===== src/rtl/cpu_pkg.sv =====
// Shared types for the CPU slice: boot loader state encoding and frame constants.
package cpu_pkg;

   typedef enum logic [2:0] {
      HDR_HI,
      HDR_LO,
      DATA,
      WRITE,
      CHK,
      DONE,
      ERR
   } boot_state_t;

   localparam int BOOT_HDR_BYTES  = 2;
   localparam int BOOT_WORD_BYTES = 4;

endpackage


===== src/rtl/boot_word_asm.sv =====
// Big-endian word assembler: shifts payload bytes in MSB first, counts bytes
// per word and keeps the running XOR checksum of every payload byte.
module boot_word_asm
   import cpu_pkg::*;
(
   input  logic        clock,
   input  logic        reset,
   input  logic        clear,
   input  logic        shift_en,
   input  logic [7:0]  byte_in,
   output logic [31:0] word_next,
   output logic [7:0]  csum,
   output logic        word_full
);

   localparam logic [1:0] LAST_BYTE = 2'(BOOT_WORD_BYTES - 1);

   logic [23:0] shreg;
   logic [1:0]  byte_idx;

   // The completed word is exposed combinationally so it can be captured on
   // the same edge that accepts the final byte.
   assign word_next = {shreg, byte_in};
   assign word_full = shift_en && (byte_idx == LAST_BYTE);

   always_ff @(posedge clock or negedge reset) begin
      if (!reset) begin
         shreg    <= '0;
         byte_idx <= '0;
         csum     <= '0;
      end else if (clear) begin
         shreg    <= '0;
         byte_idx <= '0;
         csum     <= '0;
      end else if (shift_en) begin
         shreg    <= word_next[23:0];
         byte_idx <= byte_idx + 2'd1;
         csum     <= csum ^ byte_in;
      end
   end

endmodule


===== src/rtl/boot_loader.sv =====
// Byte-stream program loader: header, payload words into memory, XOR checksum,
// then releases the CPU. Define BOOT_TIMEOUT_EN to abort on idle streams.
module boot_loader
   import cpu_pkg::*;
#(
   parameter logic [31:0] ADDR_BASE      = 32'h0000_0000,
   parameter int          MAX_WORDS      = 256,
   parameter int          TIMEOUT_CYCLES = 1024
) (
   input  logic        clock,
   input  logic        reset,
   input  logic        byte_valid,
   input  logic [7:0]  byte_data,
   output logic        byte_ready,
   output logic [31:0] mem_addr,
   output logic [31:0] mem_wdata,
   output logic        mem_wr,
   output logic        cpu_run,
   output logic        done,
   output logic        error,
   output logic [15:0] word_cnt
);

   localparam logic [16:0] MAX_N  = 17'(MAX_WORDS);
   localparam logic [15:0] TO_LIM = 16'(TIMEOUT_CYCLES - 1);

   boot_state_t state, state_d;

   logic [7:0]  hdr_hi;
   logic [15:0] n_words;
   logic [15:0] n_in;
   logic        xfer;
   logic        recv;
   logic        timeout;
   logic [31:0] word_next;
   logic [7:0]  csum;
   logic        word_full;

   assign recv = (state == HDR_HI) || (state == HDR_LO) ||
                 (state == DATA)   || (state == CHK);
   assign xfer = byte_valid && byte_ready;
   assign n_in = {hdr_hi, byte_data};

   boot_word_asm u_asm (
      .clock     (clock),
      .reset     (reset),
      .clear     (state == HDR_HI),
      .shift_en  (xfer && (state == DATA)),
      .byte_in   (byte_data),
      .word_next (word_next),
      .csum      (csum),
      .word_full (word_full)
   );

`ifdef BOOT_TIMEOUT_EN
   // HDR_HI is excluded so an idle link simply waits for a frame to start.
   logic [15:0] idle_cnt;
   logic        idle_run;

   assign idle_run = (state == HDR_LO) || (state == DATA) || (state == CHK);
   assign timeout  = idle_run && !xfer && (idle_cnt == TO_LIM);

   always_ff @(posedge clock or negedge reset) begin
      if (!reset)
         idle_cnt <= '0;
      else if (!idle_run || xfer)
         idle_cnt <= '0;
      else
         idle_cnt <= idle_cnt + 16'd1;
   end
`else
   logic unused_timeout;
   assign timeout        = 1'b0;
   assign unused_timeout = ^TO_LIM;
`endif

   always_ff @(posedge clock or negedge reset) begin
      if (!reset)
         state <= HDR_HI;
      else
         state <= state_d;
   end

   always_comb begin
      state_d = state;
      case (state)
         HDR_HI: if (xfer) state_d = HDR_LO;
         HDR_LO: begin
            if (xfer) begin
               if ({1'b0, n_in} > MAX_N)
                  state_d = ERR;
               else if (n_in == 16'd0)
                  state_d = CHK;
               else
                  state_d = DATA;
            end
         end
         DATA:   if (word_full) state_d = WRITE;
         WRITE:  state_d = ((word_cnt + 16'd1) == n_words) ? CHK : DATA;
         CHK: begin
            if (xfer)
               state_d = (byte_data == csum) ? DONE : ERR;
         end
         DONE:    state_d = DONE;
         ERR:     state_d = ERR;
         default: state_d = HDR_HI;
      endcase
      if (timeout)
         state_d = ERR;
   end

   // byte_ready is gated by reset so every output reads 0 while reset is held.
   always_comb begin
      byte_ready = reset && recv;
      mem_wr     = (state == WRITE);
      done       = (state == DONE);
      error      = (state == ERR);
      cpu_run    = (state == DONE);
   end

   // Address and data are captured with the final byte so they are stable for
   // the whole WRITE cycle and hold afterwards.
   always_ff @(posedge clock or negedge reset) begin
      if (!reset) begin
         hdr_hi    <= '0;
         n_words   <= '0;
         word_cnt  <= '0;
         mem_addr  <= '0;
         mem_wdata <= '0;
      end else begin
         if (state == HDR_HI && xfer)
            hdr_hi <= byte_data;
         if (state == HDR_LO && xfer)
            n_words <= n_in;
         if (word_full) begin
            mem_addr  <= ADDR_BASE + {14'd0, word_cnt, 2'b00};
            mem_wdata <= word_next;
         end
         if (state == WRITE)
            word_cnt <= word_cnt + 16'd1;
      end
   end

endmodule


===== config.mk =====
export PLATFORM = sky130hd
export DESIGN_NAME = boot_loader
export DESIGN_NICKNAME = d
export VERILOG_FILES = /design/src/rtl/cpu_pkg.sv /design/src/rtl/boot_word_asm.sv /design/src/rtl/boot_loader.sv
export SDC_FILE = /design/constraint.sdc
export NUM_CORES = 1
export LEC_CHECK = 0
export ABC_CLOCK_PERIOD_IN_PS = 2700
export CORE_UTILIZATION = 50
export CTS_CLUSTER_DIAMETER = 30
export DETAILED_ROUTE_END_ITERATION = 10
export PLACE_DENSITY_LB_ADDON = 0.08
export SLEW_MARGIN = 20
export SYNTH_ARGS = -nofsm -noshare
export SYNTH_HDL_FRONTEND = slang
export SYNTH_SLANG_ARGS = --single-unit

===== constraint.sdc =====
create_clock -name clock -period 2.7 [get_ports clock]
set_input_delay 0.405 -clock clock [delete_from_list [all_inputs] [get_ports clock]]
set_output_delay 0.405 -clock clock [all_outputs]
set_load 0.005 [all_outputs]

# After elaboration in Yosys (flattened, before gate mapping)
# Cells that the tools add are included.
# W data, S select, Z words.
# totals
inputBits	11
output_inout_bits	85
word_cells	54
reg_bits	125
# classes
magnitude_cmp	1
addsub	2
mux	15
n_reduce_logical	13
eq_ne	13
bitwise	1
# ops
operator	n
$mux W24	2
$mux W3	7
$pmux W3 S7	1
$add A16 B1 Y16 const B	1
$eq A16 B16 Y1	1
$gt A16 B9 Y1 const B	1
$logic_not A16 Y1	1
$mux W8	2
$eq A3 B3 Y1 const B	3
$eq A8 B8 Y1	1
$xor A8 B8 Y8	1
$eq A3 B2 Y1 const B	2
$logic_and A1 B1 Y1	6
$mux W2	3
$ne A2 B2 Y1 const B	3
$reduce_and A4 Y1	1
$eq A3 B1 Y1 const B	1
$logic_not A3 Y1	1
$logic_or A1 B1 Y1	3
$add A2 B1 Y2 const B	1
$eq A2 B2 Y1 const B	1
$ne A2 B1 Y1 const B	1
$reduce_bool A2 Y1	1

# Depth between registers and ports, before layout
# Gate-level depths: netlist of the first run.
# depth
depth_word	10
depth_mapped	8
mapped_depth_nobuf	7

# Hierarchy
# From an unflattened synthesis of the first run, not the netlist that was laid out.
# hier_totals
cells_unflattened	484
hier_area_um2	5955.7
# modules_own_cells
mod	area_per_inst_um2	n_inst	cells_per_inst	seq_area_each_um2
boot_loader	4399.2	1	355	2277.2
boot_word_asm	1556.5	1	129	850.8

# Worst setup path after synthesis of the first run
# Ideal clock, no wire load.
# synth_path
kind	register to register
startpoint	register word_cnt[0]
endpoint	register state[1]
setup_ps	64
path_buffers	0
t_arrival_ps	1899
path_stages_with_launch	8
synth_period_minus_slack_ps	1964
required_time_ps	2636
slack_ps	736
path_cell_list	dfrtp_1 > ha_1 > nand4_2 > or2_2 > a2111oi_2 > a211oi_1 > nand4bb_1 > o21a_1
# synth_via
elab_chain_len	4
# synth_lines
item	line	source
start, declared	boot_loader.sv:21	output logic [15:0] word_cnt
start signal, assigned	boot_loader.sv:140	word_cnt <= word_cnt + 16'd1;
$add A16 B1 Y16	boot_loader.sv:99	WRITE: state_d = ((word_cnt + 16'd1) == n_words) ? CHK : DATA;
$eq A16 B16 Y1	boot_loader.sv:99	
$mux W3	boot_loader.sv:99	
$pmux W3 S7	boot_loader.sv:86	case (state)
end signal, assigned	boot_loader.sv:81	state <= state_d;
end, declared	boot_loader.sv:27	boot_state_t state, state_d;
# Every way passes these cells.
# A chain may end at the register's enable or synchronous reset.

# Final worst setup path of the first run
# layout_path
startpoint	register state[0]
endpoint	output port cpu_run
# layout_via
elab_chain_len	1
# layout_lines
item	line	source
$eq A3 B3 Y1	boot_loader.sv:118	cpu_run = (state == DONE);
end, declared	boot_loader.sv:18	output logic cpu_run,
# Every way passes these cells.

==> results of run 1 <==
## through the flow
stage / total power, W / instances
after global placement: 0.004243 / 702
after floorplan: 0.003553 / 512
final: 0.006472 / 734
after detailed placement: 0.004299 / 702
after global routing: 0.006828 / 734
after CTS: 0.006535 / 734
## cells by family (layout without fill, tap and decap cells)
kind of cell | after synthesis | after routing | share of synthesized area
AOI/OAI and AO/OA | 36 | 36 | 0.04383
xor gates and xnor gates | 49 | 49 | 0.07442
adders and majority gates | 2 | 2 | 0.004339
buffers and inverters | 45 | 127 | 0.05055
DFF | 125 | 125 | 0.5424
muxes | 71 | 71 | 0.1386
other | 1 | 16 | 0.0006503
and+or+nand+nor | 168 | 168 | 0.1452
## placed cells by master, fill, tap and decap left out, types with 3 or more instances in the layout
cell             Yosys  final
xor2_1              26     26
nand4_1              7      7
mux2_2              69     69
dfrtp_1            125    125
o21ai_0             16     16
nor2_1              18     18
nand2_1             80     79
nor3_1               7      7
clkbuf_16            0     17
conb_1               1     16
nor4_1              13     13
xnor2_1             23     23
nand3_1             23     23
o21a_1               3      3
clkdlybuf4s50_1      0     78
buf_4               20     11
clkinvlp_4           0      5
clkinv_4             0      4
## sequential cells by signal, summed over array words and instances (netlist names)
register	count
hdr_hi	8
mem_addr	16
mem_wdata	32
n_words	16
state	3
u_asm.byte_idx	2
u_asm.csum	8
u_asm.shreg	24
word_cnt	16
## path summary, 6_finish.rpt
| path | start | endpoint | slack (ns) | depth (start not counted) |
|---|---|---|---|---|
| hold / removal | reset | state[0]$_DFFE_PN0P_ | 0.40 | 2 |
| min in group clock | mem_addr[15]$_DFFE_PN0P_ | mem_addr[15]$_DFFE_PN0P_ | 0.49 | 2 |
| setup / recovery | state[0]$_DFFE_PN0P_ | cpu_run | 0.31 | 3 |
| max in group asynchronous | reset | n_words[14]$_DFFE_PN0P_ | 1.43 | 3 |
| hold reg to reg | mem_addr[15]$_DFFE_PN0P_ | mem_addr[15]$_DFFE_PN0P_ | 0.49 | 2 |
| setup reg to reg | word_cnt[0]$_DFFE_PN0P_ | state[1]$_DFFE_PN0P_ | 0.43 | 7 |
## repair_timing
item	CTS	global route
hold endpoints to repair	1	0
gates resized for setup	0	0
hold buffers	1	0
setup buffers	0	0
## worst reg2reg max path, stage by stage (launching register included)
cell and delay [ns]:
dfrtp_1 0.48, ha_1 0.30, nand4_2 0.29, or2_2 0.39, a2111oi_2 0.36, a211oi_1 0.15
nand4bb_1 0.12, o21a_1 0.12
## layer usage
metal  routed length (um)  GRT usage  share of wire
met1                 5686     0.3109           0.46
met2                 5655     0.3279           0.46
met3                  769    0.06343          0.063
met4                  115    0.07048         0.0094
met5                    0          0              0
## cell type report
| cell class | instances | area, um2 |
|---|---|---|
| Fill cell | 873 | 3809 |
| Sequential cell | 125 | 3128 |
| Multi-Input combinational cell | 342 | 2406 |
| Timing Repair Buffer | 92 | 913.4 |
| Clock buffer | 19 | 442.9 |
| Tap cell | 140 | 175.2 |
| Clock inverter | 12 | 141.4 |
| Inverter | 4 | 15.01 |
## power by group
group / switching, W / internal (W) / leakage [nW]
clock: 0.000818 / 0.00138 / 0.268
combinational: 0.000608 / 0.000869 / 1.46
sequential: 0.000402 / 0.00239 / 1.65
total: 0.00183 / 0.00464 / 3.38
==> summary.md, run 1 <==
| Metric | Value |
|---|---|
| Post-place setup slack | about 0.33 ns |
| Layout Utilization | 0.6547 |
| Delay of the slowest critical-path stage | 0.65 ns |
| Crit path arrival time | between 1.5 and 2 ns |
| GRT Util Overall | 0.2202 |
| CTS Sinks | 125 |
| VDD IR max | 0.0004765 V |
| Syn avg cell area | approximately 12 um2 |
| Post-synth EDFFs | 0 |
| Setup TNS | 0 ns |
| Rows | 38 |
| Dpl hpwl | 8267 um |
| # IOs | 96 |
| GRT Residual Overflow | 0 |
| Via density | 5.516 |
| Die X-Extent | 109.4 um |
| Status | finished clean |
| Worst path top cell family by delay | flip-flops |
| Pleak | between 3 and 4 nW |
| Cells along the critical path | nand2_1 -> nor2_1 -> clkdlybuf4s50_1 |
| Worst-Skew Late Latency | 0.41 ns |
| Cell variety after synth | 52 |
| WP buf/inv | 1 |
| Cell taking the most area after synthesis | dfrtp_1 |
| Hold Fails Final Rpt | 0 |
| Hold Path Class | primary input to asynchronous set/reset pin |
| WL final | 12230 um |
| CTS tree | done |
| Hold WS | 0.4040 ns |
| Crit path required time | 2.30 ns |
| Top-area cell type share of the netlist area | 0.5424 |
| Power per Cell Area | 896.1 nW/um2 |
| Startpoint types | register |
| Vias in the first global route | between 3000 and 4000 |
| Register area share after synthesis | 0.5424 |
| Reg clk slew, reported paths | 0.06 ns |
| Most common cell in the netlist | dfrtp_1 |
| Fraction of registers with async set/reset | 1.000 |
| CP max FO | 14 |
| Final Skew | 0.008198 ns |
| CP Capture Type | output port |
| Worst slew pin tran | 0.8593 ns |
| Fin crit period | 2.392 ns |
| Max Root-Sink Buffers | 2 |
| Synthesis-to-layout area growth | 25.23% |
| Final Max Tran Viols | 0 |
| RSZ-0062 raised after global routing | false |
| Initial drt markers | just over 200 |
| Post-route cell area | 7222 um2 |
| Final #Nets | 595 |
| Layout cell share with drive strength beyond 1 | 0.2172 |
| Ant diodes | 0 |
| Setup violators final | 0 |
| Cell area after synthesis | 5767 um2 |
| Via count | 4049 |
| Clock root buffer | clkbuf_16 |
| Crit Path Class | register to output port |
| Synth area leaders | dfrtp_1 (54%), mux2_2 (13%), nand2_1 (5.2%), xor2_1 (3.9%), xnor2_1 (3.5%) |
| Top FF cell, synth | dfrtp_1 |
| # H-tree levels | 4 |
| Worst relative slew slack | 0.4250 |
| Syn Inst Count | 497 |
| Pre-Repair DR Iteration Count | 4 |
| DRT antenna net count | 0 |
| Die area | 11970 um2 |
| Largest net degree at the start of global routing | 126 |
| Yosys warnings | 0 |
| Post-synthesis register bit count | 125 |
| Critical path's slowest cell | dfrtp_1 |
| Max Clock Freq | 418.1 MHz |
| First-pass GRT wire length | 19620 um |
| Commonest cells post-synth | dfrtp_1 (125), nand2_1 (80), mux2_2 (69), xor2_1 (26) |
| Num CTS Buffers | 17 |
| Number of port buffers | between 70 and 80 |
| Starting Density | 0.5228 |
| Drt drc | 0 |
| Gpl congestion | 0.8135 |
| Max_cap viols | 0 |
| Dpl cell area | ~6600 um2 |
| Final worst path period share | 0.8859 |
| Core area | between 10000 and 15000 um2 |
| Die height | 109.4 um |
| Initial antenna violation count | 0 |
| Drt wl/cell | ~17 um |
| Final WS setup | 0.3081 ns |
Note: power is estimated with default switching activity, not from simulation.
==> run 2: changes to the inputs <==
--- a/config.mk
+++ b/config.mk
@@ -6,10 +6,12 @@
 export NUM_CORES = 1
 export LEC_CHECK = 0
 export ABC_CLOCK_PERIOD_IN_PS = 2700
+export CAP_MARGIN = 25
 export CORE_UTILIZATION = 50
 export CTS_CLUSTER_DIAMETER = 30
 export DETAILED_ROUTE_END_ITERATION = 10
 export PLACE_DENSITY_LB_ADDON = 0.08
+export RECOVER_POWER = 50
 export SLEW_MARGIN = 20
 export SYNTH_ARGS = -nofsm -noshare
 export SYNTH_HDL_FRONTEND = slang
==> run 2 against run 1 <==
Compared with the run above: register-to-register slack hardly changed; sequential cell count stayed put; routed wire length is 0.11% higher; setup slack worse by 0.081 ns; global-route usage stayed put; core utilization is 0.10 points lower; critical endpoint is now byte_ready; combinational power is 3% lower; clock skew is 0.0020 ns higher; final area is 0.16% lower.
==> summary.md, run 2 (same netlist as run 1, synthesis figures left out) <==
| Metric | Value |
|---|---|
| Most frequent cells in the layout | dfrtp_1 (125), nand2_1 (79), mux2_2 (69) (was dfrtp_1 (125), nand2_1 (79), clkdlybuf4s50_1 (78)) |
| CTS Hold Buffers Added | 1 (unchanged) |
| Die area | 11970 um2 (unchanged) |
| Post-place setup slack | 0.3310 ns (unchanged) |
| Largest Register | mem_wdata (unchanged) |
| Core area | 11030 um2 (unchanged) |
| Crit path arrival time | 2.07 ns (was 1.99 ns) |
| Largest net degree at the start of global routing | 126 (unchanged) |
| Setup violators final | 0 (unchanged) |
| Vias in the first global route | 3861 (unchanged) |
| Via density | 5.488 (was 5.516) |
| Ant diodes | 0 (unchanged) |
| Status | finished clean (unchanged) |
| Resize count post-CTS | 0 (unchanged) |
| Postcts setup bufs | 0 (unchanged) |
| Dpl cells | 702 (unchanged) |
| First-pass GRT wire length | 19620 um (unchanged) |
| Hold Fails Final Rpt | 0 (unchanged) |
| Worst relative slew slack | 0.4345 (was 0.4250) |
| Final worst path period share | 0.9158 (was 0.8859) |
| Worst-Skew Late Latency | 0.41 ns (about the same) |
| GRT Util Overall | 0.2202 (unchanged) |
| Starting Density | 0.5228 (unchanged) |
| Rows | 38 (unchanged) |
| Final Max Tran Viols | 0 (unchanged) |
| Seq pwr share | 0.434 (was 0.432) |
| Net Sw Frac | 0.2841 (was 0.2824) |
| CP max FO | 5 (was 14) |
| Pre-Repair DR Iteration Count | 7 (was 4) |
| CP Capture Type | output port (unchanged) |
| Crit Path Class | primary input to output port (was register to output port) |
| Number of port buffers | 79 (unchanged) |
| Final #Nets | 595 (unchanged) |
| # H-tree levels | 4 (unchanged) |
| Hold Path Class | primary input to asynchronous set/reset pin (unchanged) |
| Max_cap viols | 0 (unchanged) |
| Pleak | 3.446 nW (was 3.379 nW) |
| Setup TNS | 0 ns (unchanged) |
| Initial antenna violation count | 0 (unchanged) |
| # IOs | 96 (unchanged) |
| Via count | 4028 (was 4049) |
| RSZ-0062 raised after global routing | false (unchanged) |
| WL final | 12240 um (was 12230 um) |
| Crit path required time | 2.30 ns (about the same) |
| GRT Residual Overflow | 0 (unchanged) |
| CP endpoint | byte_ready (was cpu_run) |
| Drt wl/cell | 16.68 um (was 16.66 um) |
| Dpl cell area | 6628 um2 (unchanged) |
| Worst slew pin tran | 0.8451 ns (was 0.8593 ns) |
| Worst reg-to-reg setup slack | 0.42 ns (was 0.43 ns) |
| Clock root buffer | clkbuf_16 (unchanged) |
| Commonest non-fill, non-tap cell in the layout | dfrtp_1 (unchanged) |
| Startpoint types | primary input (was register) |
| Max Root-Sink Buffers | 2 (unchanged) |
| Combinational share of power | 0.223 (was 0.228) |
| P_sw | 0.001827 W (about the same) |
| Reg clk slew, reported paths | 0.06 ns (about the same) |
| Dpl hpwl | 8267 um (unchanged) |
| Final WS setup | 0.2275 ns (was 0.3081 ns) |
| Die X-Extent | 109.4 um (unchanged) |
| Max Clock Freq | 404.4 MHz (was 418.1 MHz) |
| DRT antenna net count | 0 (unchanged) |
| Synthesis-to-layout area growth | 25.04% (was 25.23%) |
| Top Registers | mem_wdata: 32 flops, u_asm.shreg: 24 flops (unchanged) |
| Final Skew | 0.01016 ns (was 0.008198 ns) |
| Reg2reg path depth | 7 (unchanged) |
| VDD IR max | 0.0004757 V (was 0.0004765 V) |
| Fin crit period | 2.473 ns (was 2.392 ns) |
| Internal power | 0.004604 W (was 0.004644 W) |
| Post-route cell area | 7211 um2 (was 7222 um2) |
| R2r endpoint | state[1]$_DFFE_PN0P_ (unchanged) |
| Drt drc | 0 (unchanged) |
| Max FFs per register | 32 (unchanged) |
| CTS Sinks | 125 (unchanged) |
| Initial drt markers | 245 (was 203) |
| Gpl congestion | 0.8135 (unchanged) |
| Worst setup path start | reset (was state[0]$_DFFE_PN0P_) |
| Num CTS Buffers | 17 (unchanged) |
| Die height | 109.4 um (unchanged) |
| Hold WS | 0.4812 ns (was 0.4040 ns) |
| CTS tree | done (unchanged) |
| Clock Power Share | 0.343 (was 0.340) |
| Power per Cell Area | 891.8 nW/um2 (was 896.1 nW/um2) |
| Layout cell share with drive strength beyond 1 | 0.2104 (was 0.2172) |
| Layout Cells excl Fill | 734 (unchanged) |
| FF-to-FF Start | word_cnt[0]$_DFFE_PN0P_ (unchanged) |
[run 2: cell count changes in the layout (fill, tap and decap cells not counted)]
| cell | before | now |
|---|---|---|
| buf_4 | 11 | 8 |
| clkbuf_1 | 1 | 4 |
| clkdlybuf4s50_1 | 78 | 51 |
| dlygate4sd3_1 | 1 | 28 |
| inv_1 | 2 | 3 |
| inv_2 | 2 | 1 |
[run 2: worst min path at each step]
stage	startpoint	endpoint
detailed placement	reset	state[0]$_DFFE_PN0P_
finish	reset	state[0]$_DFFE_PN0P_
global placement	reset	state[0]$_DFFE_PN0P_
global route	reset	state[0]$_DFFE_PN0P_
CTS	reset	state[0]$_DFFE_PN0P_
floorplan	reset	hdr_hi[0]$_DFFE_PN0P_
[run 2: metrics by stage]
| step | total power (W) | util |
|---|---|---|
| 4_1_cts | 0.006535 | 0.6547 |
| 3_3_place_gp | 0.004243 | 0.6008 |
| 6_report | 0.006430 | 0.6537 |
| 3_5_place_dp | 0.004299 | 0.6008 |
| 2_1_floorplan | 0.003553 | - |
| 5_1_grt | 0.006784 | 0.6537 |
[run 2: worst max-delay path: stages]
cell and delay, ns:
dlygate4sd3_1 0.56, clkbuf_1 0.34, o21a_1 0.24, clkdlybuf4s50_1 0.52
[run 2: power groups by stage]
| stage | clock network (W) | registers (W) | logic [W] |
|---|---|---|---|
| 3_5_place_dp | 0 | 0.00282 | 0.00148 |
| 3_3_place_gp | 0 | 0.00280 | 0.00144 |
| 5_1_grt | 0.00233 | 0.00286 | 0.00159 |
| 6_report | 0.00221 | 0.00279 | 0.00144 |
| 4_1_cts | 0.00224 | 0.00279 | 0.00150 |
| 2_1_floorplan | 0 | 0.00272 | 0.000838 |
[run 2: layer usage]
metal | up-vias | wire [um] | GRT usage
met5 | - | 0 | 0
li1 | 1877 | - | -
met3 | 8 | 663 | 0.06343
met4 | 0 | 112 | 0.07048
met1 | 2019 | 5793 | 0.3109
met2 | 124 | 5672 | 0.3279
[run 2: final cells by class]
class	count	area, um2
fill	872	3820
clock buffer	19	442.9
inverter	4	15.01
sequential	125	3128
timing repair buffer	92	902.1
tap	140	175.2
multi-input combinational	342	2406
clock inverter	12	141.4
==> run 3: changes to the inputs <==
--- a/config.mk
+++ b/config.mk
@@ -6,7 +6,8 @@
 export NUM_CORES = 1
 export LEC_CHECK = 0
 export ABC_CLOCK_PERIOD_IN_PS = 2700
-export CAP_MARGIN = 25
+export CAP_MARGIN = 20
+export CORE_ASPECT_RATIO = 1.25
 export CORE_UTILIZATION = 50
 export CTS_CLUSTER_DIAMETER = 30
 export DETAILED_ROUTE_END_ITERATION = 10
==> run 3 against run 2 <==
Compared with the run above: the flow now finishes with violations (DRC); global-route usage up 1.0 points; clock skew down 0.0038 ns; power up 4.1%; core utilization down 0.26 points; routed wire length up 4.7%; hold slack worse by 0.14 ns; critical endpoint is now state[1]$_DFFE_PN0P_; highest routed layer unchanged.
==> summary.md, run 3 (same netlist as run 1, synthesis figures left out) <==
| Metric | Value |
|---|---|
| Status | finished, violations left (was finished clean) |
| Failing checks | DRC |
| Internal power | 0.004846 W (was 0.004604 W) |
| Crit path arrival time | 2.80 ns (was 2.07 ns) |
| Crit path required time | 3.05 ns (was 2.30 ns) |
| Postcts setup bufs | 0 (unchanged) |
| Ant diodes | 0 (unchanged) |
| Multi-input logic area | 2381 um2 (was 2406 um2) |
| Worst slew pin tran | 0.8527 ns (was 0.8451 ns) |
| WL final | 12810 um (was 12240 um) |
| Worst relative slew slack | 0.4295 (was 0.4345) |
| Synthesis-to-layout area growth | 25.73% (was 25.04%) |
| Final #Nets | 599 (was 595) |
| Final worst path period share | 0.9079 (was 0.9158) |
| Core area | 11140 um2 (was 11030 um2) |
| Final Max Tran Viols | 0 (unchanged) |
| Seq pwr share | 0.418 (was 0.434) |
| VDD IR max | 0.0005118 V (was 0.0004757 V) |
| Worst reg-to-reg setup slack | 0.25 ns (was 0.42 ns) |
| Largest net degree at the start of global routing | 64 (was 126) |
| Dpl hpwl | 8683 um (was 8267 um) |
| Die X-Extent | 98.06 um (was 109.4 um) |
| Hold Fails Final Rpt | 0 (unchanged) |
| Combinational share of power | 0.210 (was 0.223) |
| FF-to-FF Start | word_cnt[0]$_DFFE_PN0P_ (unchanged) |
| CP max FO | 9 (was 5) |
| CTS Sinks | 125 (unchanged) |
| CP Capture Type | register (was output port) |
| Register Area | 3128 um2 (unchanged) |
| Max Root-Sink Buffers | 2 (unchanged) |
| Hold Path Class | primary input to asynchronous set/reset pin (unchanged) |
| Setup violators final | 0 (unchanged) |
| Power per Cell Area | 923.3 nW/um2 (was 891.8 nW/um2) |
| Fin crit period | 2.451 ns (was 2.473 ns) |
| Dpl cell area | 6626 um2 (was 6628 um2) |
| Clock root buffer | clkbuf_16 (unchanged) |
| Commonest non-fill, non-tap cell in the layout | dfrtp_1 (unchanged) |
| Cells along the critical path | ha_1 -> nand4_1 -> or2_2 -> a2111oi_2 -> a211oi_1 -> nand4bb_1 -> o21a_1 (was dlygate4sd3_1 -> clkbuf_1 -> o21a_1 -> clkdlybuf4s50_1) |
| Setup TNS | 0 ns (unchanged) |
| Number of port buffers | 79 (unchanged) |
| Crit Path Class | register to register (was primary input to output port) |
| Top Registers | mem_wdata: 32 flops, u_asm.shreg: 24 flops (unchanged) |
| Drt wl/cell | 17.46 um (was 16.68 um) |
| GRT Residual Overflow | 0 (unchanged) |
| Post-route cell area | 7251 um2 (was 7211 um2) |
| Pleak | 3.562 nW (was 3.446 nW) |
| Num CTS Buffers | 17 (unchanged) |
| RSZ-0062 raised after global routing | false (unchanged) |
| Die height | 122.1 um (was 109.4 um) |
| Worst setup path start | word_cnt[0]$_DFFE_PN0P_ (was reset) |
| Drt drc | 7 (was 0) |
| Largest Register | mem_wdata (unchanged) |
| Initial drt markers | 211 (was 245) |
| P_sw | 0.001848 W (was 0.001827 W) |
| Starting Density | 0.5178 (was 0.5228) |
| Filler cell count | 896 (was 872) |
| Worst-Skew Late Latency | 0.41 ns (about the same) |
| Critical path's slowest cell | dfrtp_1 (was dlygate4sd3_1) |
| Max FFs per register | 32 (unchanged) |
| DRT antenna net count | 0 (unchanged) |
| Most frequent cells in the layout | dfrtp_1 (125), nand2_1 (79), mux2_2 (69) (unchanged) |
| Delay of the slowest critical-path stage | 0.47 ns (was 0.56 ns) |
| Via density | 5.424 (was 5.488) |
| Initial antenna violation count | 0 (unchanged) |
| Clock Power Share | 0.372 (was 0.343) |
| Vias in the first global route | 4067 (was 3861) |
| WP buf/inv | 0 (was 3) |
| Pre-Repair DR Iteration Count | 7 (unchanged) |
| Reg2reg path depth | 7 (unchanged) |
| Startpoint types | register (was primary input) |
| Layout cell share with drive strength beyond 1 | 0.2120 (was 0.2104) |
| Net Sw Frac | 0.2760 (was 0.2841) |
| GRT Util Overall | 0.2303 (was 0.2202) |
| Rows | 43 (was 38) |
| # IOs | 96 (unchanged) |
| Max_cap viols | 0 (unchanged) |
| R2r endpoint | state[1]$_DFFE_PN0P_ (unchanged) |
| Max Clock Freq | 408.0 MHz (was 404.4 MHz) |
| Layout Utilization | 0.6511 (was 0.6537) |
| First-pass GRT wire length | 21040 um (was 19620 um) |
| Via count | 3981 (was 4028) |
| Final Skew | 0.006380 ns (was 0.01016 ns) |
| Reg clk slew, reported paths | 0.06 ns (about the same) |
| Worst path top cell family by delay | simple AND/OR/NAND/NOR gates (was buffers and inverters) |
| CTS tree | done (unchanged) |
| Gpl congestion | 0.8866 (was 0.8135) |
| Die area | 11970 um2 (about the same) |
| # H-tree levels | 4 (unchanged) |
-- run 3: worst max-delay path by stage --
stage	endpoint	slack, ns	cells past startpoint
6_report	state[1]$_DFFE_PN0P_	0.25	7
5_1_grt	state[1]$_DFFE_PN0P_	0.1	7
3_5_place_dp	state[1]$_DFFE_PN0P_	0.28	7
3_3_place_gp	state[1]$_DFFE_PN0P_	0.34	7
2_1_floorplan	state[1]$_DFFE_PN0P_	0.74	7
4_1_cts	cpu_run	0.28	3
-- run 3: area by class of cell --
cell class / instances / area share
flip-flops and latches: 125 / 0.4314
repair buffers: 96 / 0.1248
clock buffers: 18 / 0.06057
clock inverters: 14 / 0.02951
well taps: 135 / 0.02330
inverters: 4 / 0.002071
multi-input cells: 342 / 0.3284
-- run 3: power by group through the flow --
stage | clock, W | sequential (W) | combinational [W]
5_1_grt | 0.00262 | 0.00286 | 0.00157
4_1_cts | 0.00253 | 0.00281 | 0.00151
3_3_place_gp | 0 | 0.00281 | 0.00146
2_1_floorplan | 0 | 0.00272 | 0.000838
3_5_place_dp | 0 | 0.00283 | 0.00149
6_report | 0.00249 | 0.00280 | 0.00141
-- run 3: per-layer routing --
layer / global-route usage / wire (um) / part of all wire
met2: 0.3939 / 6635 / 0.52
met1: 0.2806 / 5406 / 0.42
met4: 0.1080 / 310 / 0.024
met3: 0.04647 / 461 / 0.036
met5: 0 / 0 / 0
-- run 3: stage by stage --
step / worst slack (ns) / std cells / hold WS (ns) / power, W
global route: 0.09952 / 734 / 0.3438 / 0.007044
CTS: 0.2826 / 734 / 0.3335 / 0.006852
detailed placement: 0.2784 / 701 / 0.2148 / 0.004317
finish: 0.2488 / 734 / 0.3408 / 0.006694
global placement: 0.3412 / 701 / 0.2141 / 0.004273
floorplan: 0.7362 / 512 / 0.1094 / 0.003553
-- run 3: what timing repair did --
action / CTS / global route
gates resized for setup: 0 / 0
hold buffers: 1 / 0
hold endpoints to repair: 1 / 0
